[src/rtl/time_entry.sv]
// time_entry: front-panel min/sec preset editor feeding the countdown timer.
// Define TIME_ENTRY_AUTOREPEAT_EN to enable hold-to-repeat on up/down.
module time_entry #(
  parameter int REPEAT_DELAY  = 50_000_000,
  parameter int REPEAT_PERIOD = 10_000_000,
  parameter int QUICK_ADD_SEC = 30
) (
  input  logic       clock,
  input  logic       reset,
  input  logic       btn_up,
  input  logic       btn_down,
  input  logic       btn_sel,
  input  logic       btn_quick,
  input  logic       btn_clear,
  input  logic       busy,
  input  logic       done,
  output logic [6:0] min,
  output logic [6:0] sec,
  output logic       field,
  output logic       start_req,
  output logic       locked
);
  typedef enum logic {EDIT, LOCKED} state_t;
  state_t state;
  logic [4:0] btns, s, h, ev;
  logic rep_up, rep_dn, step_up, step_dn;
  logic [6:0] q_sum, q_min, q_min_f, q_sec_f, nmin, nsec;
  logic q_carry, q_sat, nfield, nstart;
  assign btns = {btn_clear, btn_quick, btn_sel, btn_down, btn_up};
  assign ev = (state == EDIT) ? (s & ~h) : '0;
  // simultaneous up and down (press or repeat) cancel each other
  assign step_up = (ev[0] | rep_up) & ~(ev[1] | rep_dn);
  assign step_dn = (ev[1] | rep_dn) & ~(ev[0] | rep_up);
  // quick add is below one minute, so at most one carry into minutes
  assign q_sum   = sec + 7'(QUICK_ADD_SEC);
  assign q_carry = q_sum >= 7'd60;
  assign q_min   = min + {6'd0, q_carry};
  assign q_sat   = q_min > 7'd99;
  assign q_min_f = q_sat ? 7'd99 : q_min;
  assign q_sec_f = q_sat ? 7'd59 : (q_carry ? q_sum - 7'd60 : q_sum);
`ifdef TIME_ENTRY_AUTOREPEAT_EN
  logic [31:0] cnt_up, cnt_dn;
  logic held_up, held_dn;
  function automatic logic fire(input logic [31:0] c);
    return (c + 32'd1 == 32'(REPEAT_DELAY)) || (c + 32'd1 == 32'(REPEAT_DELAY + REPEAT_PERIOD));
  endfunction
  function automatic logic [31:0] advance(input logic held, input logic [31:0] c);
    return !held ? 32'd0 : (c + 32'd1 == 32'(REPEAT_DELAY + REPEAT_PERIOD)) ? 32'(REPEAT_DELAY) : c + 32'd1;
  endfunction
  assign held_up = (state == EDIT) & s[0] & ~s[1];
  assign held_dn = (state == EDIT) & s[1] & ~s[0];
  assign rep_up  = held_up & fire(cnt_up);
  assign rep_dn  = held_dn & fire(cnt_dn);
  always_ff @(posedge clock or posedge reset) begin
    if (reset) begin
      cnt_up <= '0;
      cnt_dn <= '0;
    end else begin
      cnt_up <= advance(held_up, cnt_up);
      cnt_dn <= advance(held_dn, cnt_dn);
    end
  end
`else
  logic unused_repeat_cfg;
  assign unused_repeat_cfg = (REPEAT_DELAY == REPEAT_PERIOD);
  assign rep_up = 1'b0;
  assign rep_dn = 1'b0;
`endif
  always_comb begin
    nmin   = min;
    nsec   = sec;
    nfield = field;
    nstart = 1'b0;
    if (done || ev[4]) begin
      nmin   = '0;
      nsec   = '0;
      nfield = 1'b0;
    end else if (ev[3]) begin
      nmin   = q_min_f;
      nsec   = q_sec_f;
      nstart = (q_min_f != 7'd0) || (q_sec_f != 7'd0);
    end else if (step_up && field) begin
      nmin = (min < 7'd99) ? min + 7'd1 : min;
    end else if (step_up) begin
      nsec = (sec < 7'd59) ? sec + 7'd1 : (min < 7'd99) ? 7'd0 : sec;
      nmin = (sec == 7'd59 && min < 7'd99) ? min + 7'd1 : min;
    end else if (step_dn && field) begin
      nmin = (min > 7'd0) ? min - 7'd1 : min;
    end else if (step_dn) begin
      nsec = (sec > 7'd0) ? sec - 7'd1 : (min > 7'd0) ? 7'd59 : sec;
      nmin = (sec == 7'd0 && min > 7'd0) ? min - 7'd1 : min;
    end else if (ev[2]) begin
      nfield = ~field;
    end
  end
  always_ff @(posedge clock or posedge reset) begin
    if (reset) begin
      state     <= EDIT;
      s         <= '0;
      h         <= '0;
      min       <= '0;
      sec       <= '0;
      field     <= 1'b0;
      start_req <= 1'b0;
      locked    <= 1'b0;
    end else begin
      state     <= busy ? LOCKED : EDIT;
      locked    <= busy;
      s         <= btns;
      h         <= s;
      min       <= nmin;
      sec       <= nsec;
      field     <= nfield;
      start_req <= nstart;
    end
  end
endmodule

[config.mk]
export PLATFORM = sky130hd
export DESIGN_NAME = time_entry
export DESIGN_NICKNAME = d
export VERILOG_FILES = /design/src/rtl/time_entry.sv
export SDC_FILE = /design/constraint.sdc
export NUM_CORES = 1
export LEC_CHECK = 0
export BUFFER_PORTS_ARGS = -buffer_cell sky130_fd_sc_hd__buf_2
export CORE_MARGIN = 2
export CORE_UTILIZATION = 40
export DETAILED_ROUTE_END_ITERATION = 12
export GPL_ROUTABILITY_DRIVEN = 0
export GPL_TIMING_DRIVEN = 0
export PLACE_DENSITY = 0.67
export SYNTH_ARGS = -nofsm -noshare
export SYNTH_HDL_FRONTEND = slang
export SYNTH_SLANG_ARGS = --single-unit
[constraint.sdc]
create_clock -name clock -period 8 [get_ports clock]
set_input_delay 0.8 -clock clock [delete_from_list [all_inputs] [get_ports clock]]
set_output_delay 0.8 -clock clock [all_outputs]
set_load 0.05 [all_outputs]
==> flow_summary_export.csv, run 1 <==
group,metric,value,unit
clock_network,clk_transition_reported_paths,0.11,ns
cells_and_area,nets,348,
drt,via_per_inst,5.97,
floorplanning,die_w,81.0,µm
clock_network,cts_resized,0,
power_and_ir_drop,power_density,240,nW/µm²
place,place_hpwl,4670,µm
min_path,whs_endpoint,"h[2]",
floorplanning,coreArea,5820,µm²
setup_path,cp.arrival,4.47,ns
logic_synthesis,synth_edf_count,0,
timing,tightest_slew,1.03,ns
setup_path,cp_cell_sequence,"buf_2 > inv_1 > ha_1 > inv_1 > ha_1 > inv_1 > nor2_1 > a221oi_4 > inv_1 > ha_1 > clkbuf_1 > nand4bb_1 > a21oi_1 > o21ba_2 > nor2_1 > nor2_1 > a222oi_1",
global_routing,grt_overflow,0,
timing,hold-worst-slack,0.392,ns
logic_synthesis,syn_inst,296,
timing,worst_slack,3.69,ns
power_and_ir_drop,p_leak,1.14,nW
clock_network,cts_buffers,3,
power_and_ir_drop,ir_drop,134,µV
setup_path,crit_fanout,10,
logic_synthesis,syn-cell-area,2370,µm²
setup_path,path_buf_inv,6,
logic_synthesis,synthTopCellsByArea,"dfrtp_1 28%, ha_1 6.9%, nand2_1 5.7%, nor2_1 4.7%, a21oi_1 4.0%",
timing,slew_viol_final,0,
timing,rsz0062_at_grt,"false",
setup_path,r2r_setup_slack,3.69,ns
logic_synthesis,yosys_warnings,0,
logic_synthesis,synth_top_area_cell,"dfrtp_1",
drt,wl_per_cell,15.8,µm
global_routing,grt_pass1_wl,10400,µm
setup_path,critPathCaptureType,"register",
timing,period_share,53.9,%
clock_network,cts.sinks,27,
logic_synthesis,synthXorXnorAreaFrac,4.06,%
clock_network,cts-root-buf,"clkbuf_8",
cells_and_area,drive_gt1_share,15.4,%
clock_network,insertion_delay,0.29,ns
timing,hold_violations,0,
setup_path,crit_type,"reg2reg",
logic_synthesis,ys_ff_latch,27,
logic_synthesis,synth-compound-area-share,27.2,%
timing,skew,0.00814,ns
logic_synthesis,synthArstFlopShare,100,%
place,pre_cts_ws,3.77,ns
logic_synthesis,synth_seq_area_share,28.5,%
setup_path,cp.required,8.16,ns
timing,fmax,232,MHz
floorplanning,rows,28,
place,io_buffer_count,25,
clock_network,post_cts_buffers,0,
logic_synthesis,synthAdderAreaFrac,6.86,%
logic_synthesis,synthSimpleGateAreaFrac,26.5,%
setup_path,max_stage_delay,0.45,ns
power_and_ir_drop,total_power,0.634,mW
setup_path,reg2reg_depth,17,
clock_network,cts_tree,"built",
drt,drtPass1Iterations,5,
status,outcome,"completed",
timing,setup_tns,0,ns
logic_synthesis,synth_top_area_share,28.5,%
cells_and_area,antennaDiodeCount,0,
setup_path,crit_path_start_kind,"register",
setup_path,crit_slowest_cell,"a222oi_1",
drt,drt-initial-drc-count,207,
timing,report.final.setup_viol,0,
drt,ant_nets,0,
min_path,hp-start,"s[2]",
clock_network,cts_buffer_depth,2,
clock_network,h-tree-depth,1,
drt,wl,6330,µm
floorplanning,ios,26,
min_path,hold_path.class,"reg2reg",
drt,num_vias,2386,
drt,drc,0,
timing,min_period,4.31,ns
global_routing,antenna_found_initial,0,
global_routing,grt_pass1_vias,2167,
flow_run,cap_violations,0,
logic_synthesis,synth_ff_type,"dfrtp_1",
floorplanning,start_util,40.8,%
cells_and_area,syn_to_final_growth,11.3,%
setup_path,r2r-start,"sec[2]",
floorplanning,die_area,6560,µm²
timing,slew-limit-headroom,31.5,%
logic_synthesis,synthMuxAreaShare,1.69,%
setup_path,reg2reg_to,"min[1]",
global_routing,grt_max_degree,28,
global_routing,grt_usage,20.1,%
setup_path,crit_family,"compound AO/OA/AOI/OAI gates",
logic_synthesis,synth_nets,318,
clock_network,ctsHoldBuffers,0,
logic_synthesis,avgSynthCellArea,8.01,µm²
min_path,whs_path_depth,0,
floorplanning,die_h,81.0,µm
logic_synthesis,synth_top_family_by_area,"compound AO/OA/AOI/OAI gates",
setup_path,cp_common_cell,"inv_1",
logic_synthesis,synth.distinct_cells,60,
-- sequential cells by signal, indices dropped and copies added, names as in the netlist --
| signal | cells |
|---|---|
| h | 5 |
| locked | 1 |
| field | 1 |
| start_req | 1 |
| s | 5 |
| sec | 7 |
| min | 7 |
-- cell usage in the layout (no fill, tap or decap), drive strengths merged, types with 5 or more instances in the layout --
cell type,instances
nand2b,7
or3,5
a211oi,5
o22ai,5
dfrtp,27
inv,13
ha,13
clkbuf,10
a21o,6
nor2,31
nand2,36
xnor2,7
o21ai,15
nor3,10
a21oi,20
buf,34
nand3,10
-- how the worst max path moves through the flow --
stage / startpoint / end / slack [ns] / cells after the start
after floorplan: sec[2] / sec[1] / 4.03 / 17
after global placement: sec[2] / min[1] / 3.80 / 17
after detailed placement: sec[2] / sec[1] / 3.77 / 18
after CTS: sec[2] / min[1] / 3.70 / 17
after global routing: sec[1] / sec[1] / 3.35 / 17
final: sec[2] / min[1] / 3.69 / 17
-- metal layers --
| metal | up-vias | GRT usage [%] | share of wire [%] |
|---|---|---|---|
| met2 | 109 | 32.3 | 46 |
| met4 | 0 | 5.76 | 0.98 |
| met5 | - | 0 | 0 |
| li1 | 1143 | - | - |
| met1 | 1128 | 28.9 | 46 |
| met3 | 6 | 1.44 | 7.0 |
-- synthesized netlist by cell type (4+ instances only) --
cell and n:
xnor2_1 7, xor2_1 4, clkbuf_1 7, o21ai_0 14, inv_1 12, a21o_1 6
a211oi_1 4, or3_1 5, mux2i_1 4, nand2b_1 7, nor3_1 9, o22ai_1 5
nand3b_1 4, a21oi_1 19, buf_2 8, dfrtp_1 27, nor2_1 30, ha_1 13
nand2_1 36, nand3_1 10
-- through the flow --
| step | cell area (µm²) | utilization, % | std cells |
|---|---|---|---|
| 6_report | 2640 | 45.4 | 400 |
| 5_1_grt | 2640 | 45.4 | 400 |
| 4_1_cts | 2640 | 45.4 | 400 |
| 3_5_place_dp | 2590 | 44.6 | 396 |
| 3_3_place_gp | 2590 | 44.6 | 396 |
| 2_1_floorplan | 2370 | - | 296 |
-- where the power goes --
part,total (mW),switching [mW],internal [mW]
logic,0.380,0.242,0.138
clock network,0.0866,0.0499,0.0367
registers,0.168,0.0180,0.150
-- final cells by class --
cell class	count	area, µm²
inverter	12	45.0
fill	609	3170
multi-input combinational	241	1570
sequential	27	676
tap	75	93.8
clock buffer	3	41.3
clock inverter	1	8.76
buffer	16	77.6
timing repair buffer	25	125
-- cells by family after synthesis --
logic type,Yosys count
and+or+nand+nor,124
AOI/OAI and AO/OA,89
adders and majority gates,13
DFF,27
muxes,4
xor gates and xnor gates,11
buffers and inverters,28
Note: power is estimated with default switching activity, not from simulation.
==> inputs of run 2 (changes only) <==
- clock period: 8 -> 4.5 ns (I/O delays scaled with it)
==> flow_summary_export.csv, run 2 (synthesis results as in run 1) <==
group,metric,value,unit
global_routing,grt_overflow,0,
floorplanning,coreArea,5820,µm²
setup_path,max_stage_delay,0.45,ns
global_routing,grt_max_degree,28,
drt,highest_layer,"met4",
setup_path,critPathCaptureType,"register",
timing,report.final.setup_viol,0,
timing,rsz0062_at_grt,"false",
timing,min_period,4.19,ns
status,outcome,"completed",
drt,via_per_inst,5.85,
floorplanning,start_util,40.8,%
cells_and_area,finalNonFillerCells,401,
power_and_ir_drop,seq_power_share,26.2,%
drt,num_vias,2345,
cells_and_area,utilization,45.6,%
clock_network,insertion_delay,0.29,ns
drt,drt-initial-drc-count,209,
place,pre_cts_ws,0.269,ns
cells_and_area,most-common-layout-cells,"36 x nand2_1, 33 x buf_2, 29 x nor2_1, 26 x dfrtp_1, 19 x a21oi_1",
flow_run,cap_violations,0,
global_routing,grt_usage,20.1,%
cells_and_area,fill_cells,609,
timing,setup_tns,0,ns
drt,met2_length,2970,µm
min_path,hold_path.class,"in2reg",
cells_and_area,drive_gt1_share,16.3,%
cells_and_area,syn_to_final_growth,11.8,%
place,place_inst,396,
clock_network,cts-root-buf,"clkbuf_8",
setup_path,cp_common_cell,"inv_1",
setup_path,cp.arrival,4.35,ns
power_and_ir_drop,p_int,0.585,mW
clock_network,cts_tree,"built",
setup_path,crit_fanout,10,
place,io_buffer_count,25,
power_and_ir_drop,p_sw_share,48.7,%
timing,hold_violations,0,
place,dpl_cell_area,2590,µm²
clock_network,h-tree-depth,1,
drt,ant_nets,0,
floorplanning,die_area,6560,µm²
timing,fmax,239,MHz
cells_and_area,largest_registers,"min x7, sec x7",
timing,period_share,93.1,%
place,place_hpwl,4670,µm
drt,drc,0,
setup_path,cp.required,4.66,ns
timing,tightest_slew,1.02,ns
cells_and_area,nets,349,
cells_and_area,antennaDiodeCount,0,
power_and_ir_drop,clock_power_share,13.6,%
setup_path,crit_path_start_kind,"register",
power_and_ir_drop,power_frac_comb,60.2,%
cells_and_area,fin_area,2650,µm²
clock_network,cts_buffer_depth,2,
timing,skew,0.00515,ns
clock_network,clk_transition_reported_paths,0.11,ns
floorplanning,die_w,81.0,µm
drt,wl,6330,µm
setup_path,crit_type,"reg2reg",
cells_and_area,layout_commonest_cell,"nand2_1",
floorplanning,rows,28,
global_routing,grt_pass1_vias,2167,
global_routing,antenna_found_initial,0,
floorplanning,ios,26,
drt,wl_met1,2920,µm
timing,slew_viol_final,0,
floorplanning,die_h,81.0,µm
power_and_ir_drop,total_power,1.14,mW
timing,slew-limit-headroom,31.6,%
setup_path,crit_slowest_cell,"a222oi_1",
drt,wl_per_cell,15.8,µm
drt,dr_wl_met3,365,µm
timing,hold-worst-slack,0.259,ns
drt,drtPass1Iterations,5,
timing,worst_slack,0.311,ns
clock_network,cts.sinks,27,
clock_network,cts_buffers,3,
power_and_ir_drop,p_sw,0.555,mW
power_and_ir_drop,ir_drop,239,µV
global_routing,grt_pass1_wl,10400,µm
power_and_ir_drop,power_density,430,nW/µm²
setup_path,cp_cell_sequence,"buf_2 > inv_1 > ha_1 > inv_1 > ha_1 > inv_1 > nor2_1 > a221oi_4 > inv_1 > ha_1 > clkbuf_1 > nand4bb_1 > a21oi_1 > o21ba_2 > nor2_2 > nor2_1 > a222oi_1",
power_and_ir_drop,p_leak,1.15,nW
[run 2: cell types whose count changed in the layout (fill, tap and decap cells not counted)]
cell / before / now
buf_4: 0 / 1
dfrtp_1: 27 / 26
nor2_1: 30 / 29
nor2_2: 0 / 1
dfrtp_2: 0 / 1
[run 2: timing repair]
item	4_1_cts	5_1_grt
hold buffers	0	0
resized for setup	0	2
setup endpoints to repair	0	3
buffers inserted	0	1
[run 2: power groups by stage]
| stage | clock (mW) | sequential (mW) | combinational (mW) |
|---|---|---|---|
| 2_1_floorplan | 0 | 0.363 | 0.467 |
| 3_3_place_gp | 0 | 0.302 | 0.657 |
| 3_5_place_dp | 0 | 0.303 | 0.666 |
| 4_1_cts | 0.156 | 0.298 | 0.670 |
| 5_1_grt | 0.170 | 0.302 | 0.752 |
| 6_report | 0.155 | 0.298 | 0.687 |
[run 2: area by class of cell]
| class | instances | area (µm²) | share of cell area (%) |
|---|---|---|---|
| Multi-Input combinational cell | 241 | 1580 | 59.4 |
| Buffer | 16 | 77.6 | 2.92 |
| Clock inverter | 1 | 8.76 | 0.330 |
| Timing Repair Buffer | 26 | 133 | 5.00 |
| Clock buffer | 3 | 41.3 | 1.56 |
| Inverter | 12 | 45.0 | 1.70 |
| Tap cell | 75 | 93.8 | 3.54 |
| Sequential cell | 27 | 677 | 25.5 |
[run 2: path summary, 6_finish.rpt]
kind | start | end | slack [ns] | cells after the start
setup reg to reg | sec[2] | min[1] | 0.31 | 17
setup / recovery | sec[2] | min[1] | 0.31 | 17
min in group asynchronous | reset | locked | 0.39 | 2
hold reg to reg | s[2] | h[2] | 0.39 | 0
max in group asynchronous | reset | sec[1] | 3.43 | 2
hold / removal | btn_clear | s[4] | 0.26 | 1
[run 2: critical path, delay by kind of cell (launching register included)]
family / cells / cell delay, ns
flip-flops: 1 / 0.44
buffers and inverters: 6 / 0.89
AND/OR/NAND/NOR: 4 / 0.73
adder cells (fa/ha/maj): 3 / 0.79
AO/OA/AOI/OAI: 4 / 1.21
[run 2: per-layer routing]
layer	vias to the layer above	GRT usage, %
met2	93	32.3
li1	1139	-
met3	8	1.44
met1	1105	28.9
met5	-	0
met4	0	5.76
==> inputs of run 3 (changes only) <==
- PLACE_DENSITY: 0.67 -> default
- PLACE_DENSITY_LB_ADDON: default -> 0.2
- clock period: 4.5 -> 3.4 ns (I/O delays scaled with it)
==> flow_summary_export.csv, run 3 (synthesis results as in run 1) <==
group,metric,value,unit
power_and_ir_drop,ir_drop,259,µV
cells_and_area,syn_to_final_growth,20.6,%
drt,num_vias,2405,
timing,report.final.setup_viol,0,
floorplanning,die_area,6560,µm²
cells_and_area,fin_area,2860,µm²
setup_path,cp.arrival,3.36,ns
global_routing,top_usage_layer,"met2",
clock_network,insertion_delay,0.29,ns
global_routing,grt_pass1_vias,2250,
floorplanning,die_h,81.0,µm
floorplanning,die_w,81.0,µm
setup_path,r2r_setup_slack,0.19,ns
setup_path,cp.required,3.55,ns
status,outcome,"completed",
setup_path,crit_path_start_kind,"register",
timing,tightest_slew,1.03,ns
clock_network,cts_buffer_depth,2,
place,dpl_cell_area,2690,µm²
place,place_hpwl,4890,µm
power_and_ir_drop,power_frac_comb,63.2,%
place,place_inst,396,
floorplanning,coreArea,5820,µm²
clock_network,clk_transition_reported_paths,0.11,ns
cells_and_area,regArea,682,µm²
floorplanning,start_util,40.8,%
setup_path,path_buf_inv,4,
global_routing,use_met3,2.00,%
cells_and_area,finalNonFillerCells,409,
power_and_ir_drop,power_density,568,nW/µm²
min_path,whs_path_depth,1,
global_routing,grt_max_degree,28,
cells_and_area,nets,357,
timing,rsz0062_at_grt,"false",
timing,fmax,311,MHz
cells_and_area,drive_gt1_share,25.4,%
min_path,hold_path.class,"in2reg",
setup_path,max_stage_delay,0.43,ns
global_routing,grt_pass1_wl,11100,µm
setup_path,cp-startpoint,"sec[2]",
clock_network,cts_tree,"built",
timing,min_period,3.21,ns
global_routing,grt_util_met2,36.7,%
power_and_ir_drop,seq_power_share,24.2,%
flow_run,cap_violations,0,
power_and_ir_drop,p_int,0.846,mW
global_routing,grt_overflow,0,
floorplanning,ios,26,
setup_path,r2r-start,"sec[2]",
cells_and_area,layout_commonest_cell,"nand2_1",
drt,via_per_inst,5.88,
min_path,hp-start,"busy",
drt,wl,6760,µm
global_routing,use_met1,29.6,%
cells_and_area,largest_registers,"min x7, sec x7",
timing,period_share,94.5,%
power_and_ir_drop,p_sw,0.779,mW
setup_path,crit_family,"compound AO/OA/AOI/OAI gates",
power_and_ir_drop,p_leak,1.23,nW
drt,wl_per_cell,16.5,µm
cells_and_area,antennaDiodeCount,0,
setup_path,cp_cell_sequence,"buf_8 > inv_6 > ha_4 > xor2_1 > ha_2 > inv_2 > nor2_2 > a221oi_4 > inv_2 > ha_2 > and2_1 > o21ai_1 > a32o_2 > or2_4 > a22oi_1 > o32a_1 > o31ai_1",
timing,skew,0.0126,ns
power_and_ir_drop,clock_power_share,12.5,%
drt,drt-initial-drc-count,184,
timing,hold_violations,0,
floorplanning,rows,28,
setup_path,critPathCaptureType,"register",
setup_path,cp_num_cells,17,
place,io_buffer_count,25,
global_routing,antenna_found_initial,0,
setup_path,crit_type,"reg2reg",
clock_network,cts_buffers,3,
clock_network,cts-root-buf,"clkbuf_8",
clock_network,h-tree-depth,1,
timing,slew_viol_final,0,
drt,drc,0,
clock_network,cts.sinks,27,
cells_and_area,multi_input_area,1700,µm²
clock_network,ctsHoldBuffers,0,
cells_and_area,most-common-layout-cells,"36 x nand2_1, 32 x buf_2, 27 x nor2_1, 24 x dfrtp_1, 19 x a21oi_1",
setup_path,reg2reg_depth,17,
cells_and_area,fill_cells,599,
setup_path,crit_slowest_cell,"dfrtp_2",
setup_path,crit_fanout,5,
drt,ant_nets,0,
drt,drtPass1Iterations,4,
power_and_ir_drop,p_sw_share,47.9,%
global_routing,grt_usage,21.7,%
timing,slew-limit-headroom,31.0,%
-- run 3: cell count changes in the layout (fill, tap and decap cells not counted), moves of 2 or more --
cell	change
buf_4	+9
dfrtp_1	-2
ha_1	-5
ha_2	+2
ha_4	+3
inv_1	-5
inv_2	+3
nor2_1	-2
nor2_4	+2
xnor2_1	-2
xnor2_2	+2
-- run 3: what timing repair did --
action | 4_1_cts | 5_1_grt
setup buffers | 5 | 5
pin swaps | 3 | 10
setup endpoints to repair | 11 | 9
gates resized for setup | 3 | 11
-- run 3: path summary, 6_finish.rpt --
check	end
worst max-delay path	min[4]
worst min-delay path	locked
worst max register to register	min[4]
worst min register to register	h[2]
max in group asynchronous	sec[1]
min in group asynchronous	sec[0]
-- run 3: area by class of cell --
cell class | instances | share of cell area, %
Buffer | 15 | 2.93
Clock buffer | 3 | 1.44
Clock inverter | 1 | 0.306
Inverter | 12 | 1.84
Multi-Input combinational cell | 241 | 59.4
Sequential cell | 27 | 23.8
Tap cell | 75 | 3.28
Timing Repair Buffer | 35 | 7.00
-- run 3: metrics by stage --
| step | hold WS [ns] | power, mW | setup TNS (ns) | setup WS, ns | util, % |
|---|---|---|---|---|---|
| after floorplan | 0.353 | 1.15 | -0.0270 | -0.0270 | - |
| final | 0.142 | 1.63 | 0 | 0.189 | 49.2 |
| after CTS | 0.140 | 1.60 | 0 | 0.0115 | 48.0 |
| after global placement | 0.367 | 1.33 | -1.51 | -0.280 | 46.2 |
| after detailed placement | 0.368 | 1.35 | -2.04 | -0.347 | 46.2 |
| after global routing | 0.127 | 1.75 | 0 | 0.0114 | 49.2 |
-- run 3: per-layer routing --
metal / routed length (µm) / vias to the layer above / share of wire, %
li1: - / 1166 / -
met1: 3060 / 1156 / 45
met2: 3250 / 76 / 48
met3: 376 / 7 / 5.6
met4: 72 / 0 / 1.1
met5: 0 / - / 0
-- run 3: power by group through the flow --
stage	clock network (mW)	logic, mW	registers, mW
floorplan	0	0.666	0.484
global placement	0	0.926	0.404
detailed placement	0	0.940	0.405
CTS	0.215	0.990	0.390
global route	0.227	1.13	0.400
finish	0.204	1.03	0.394
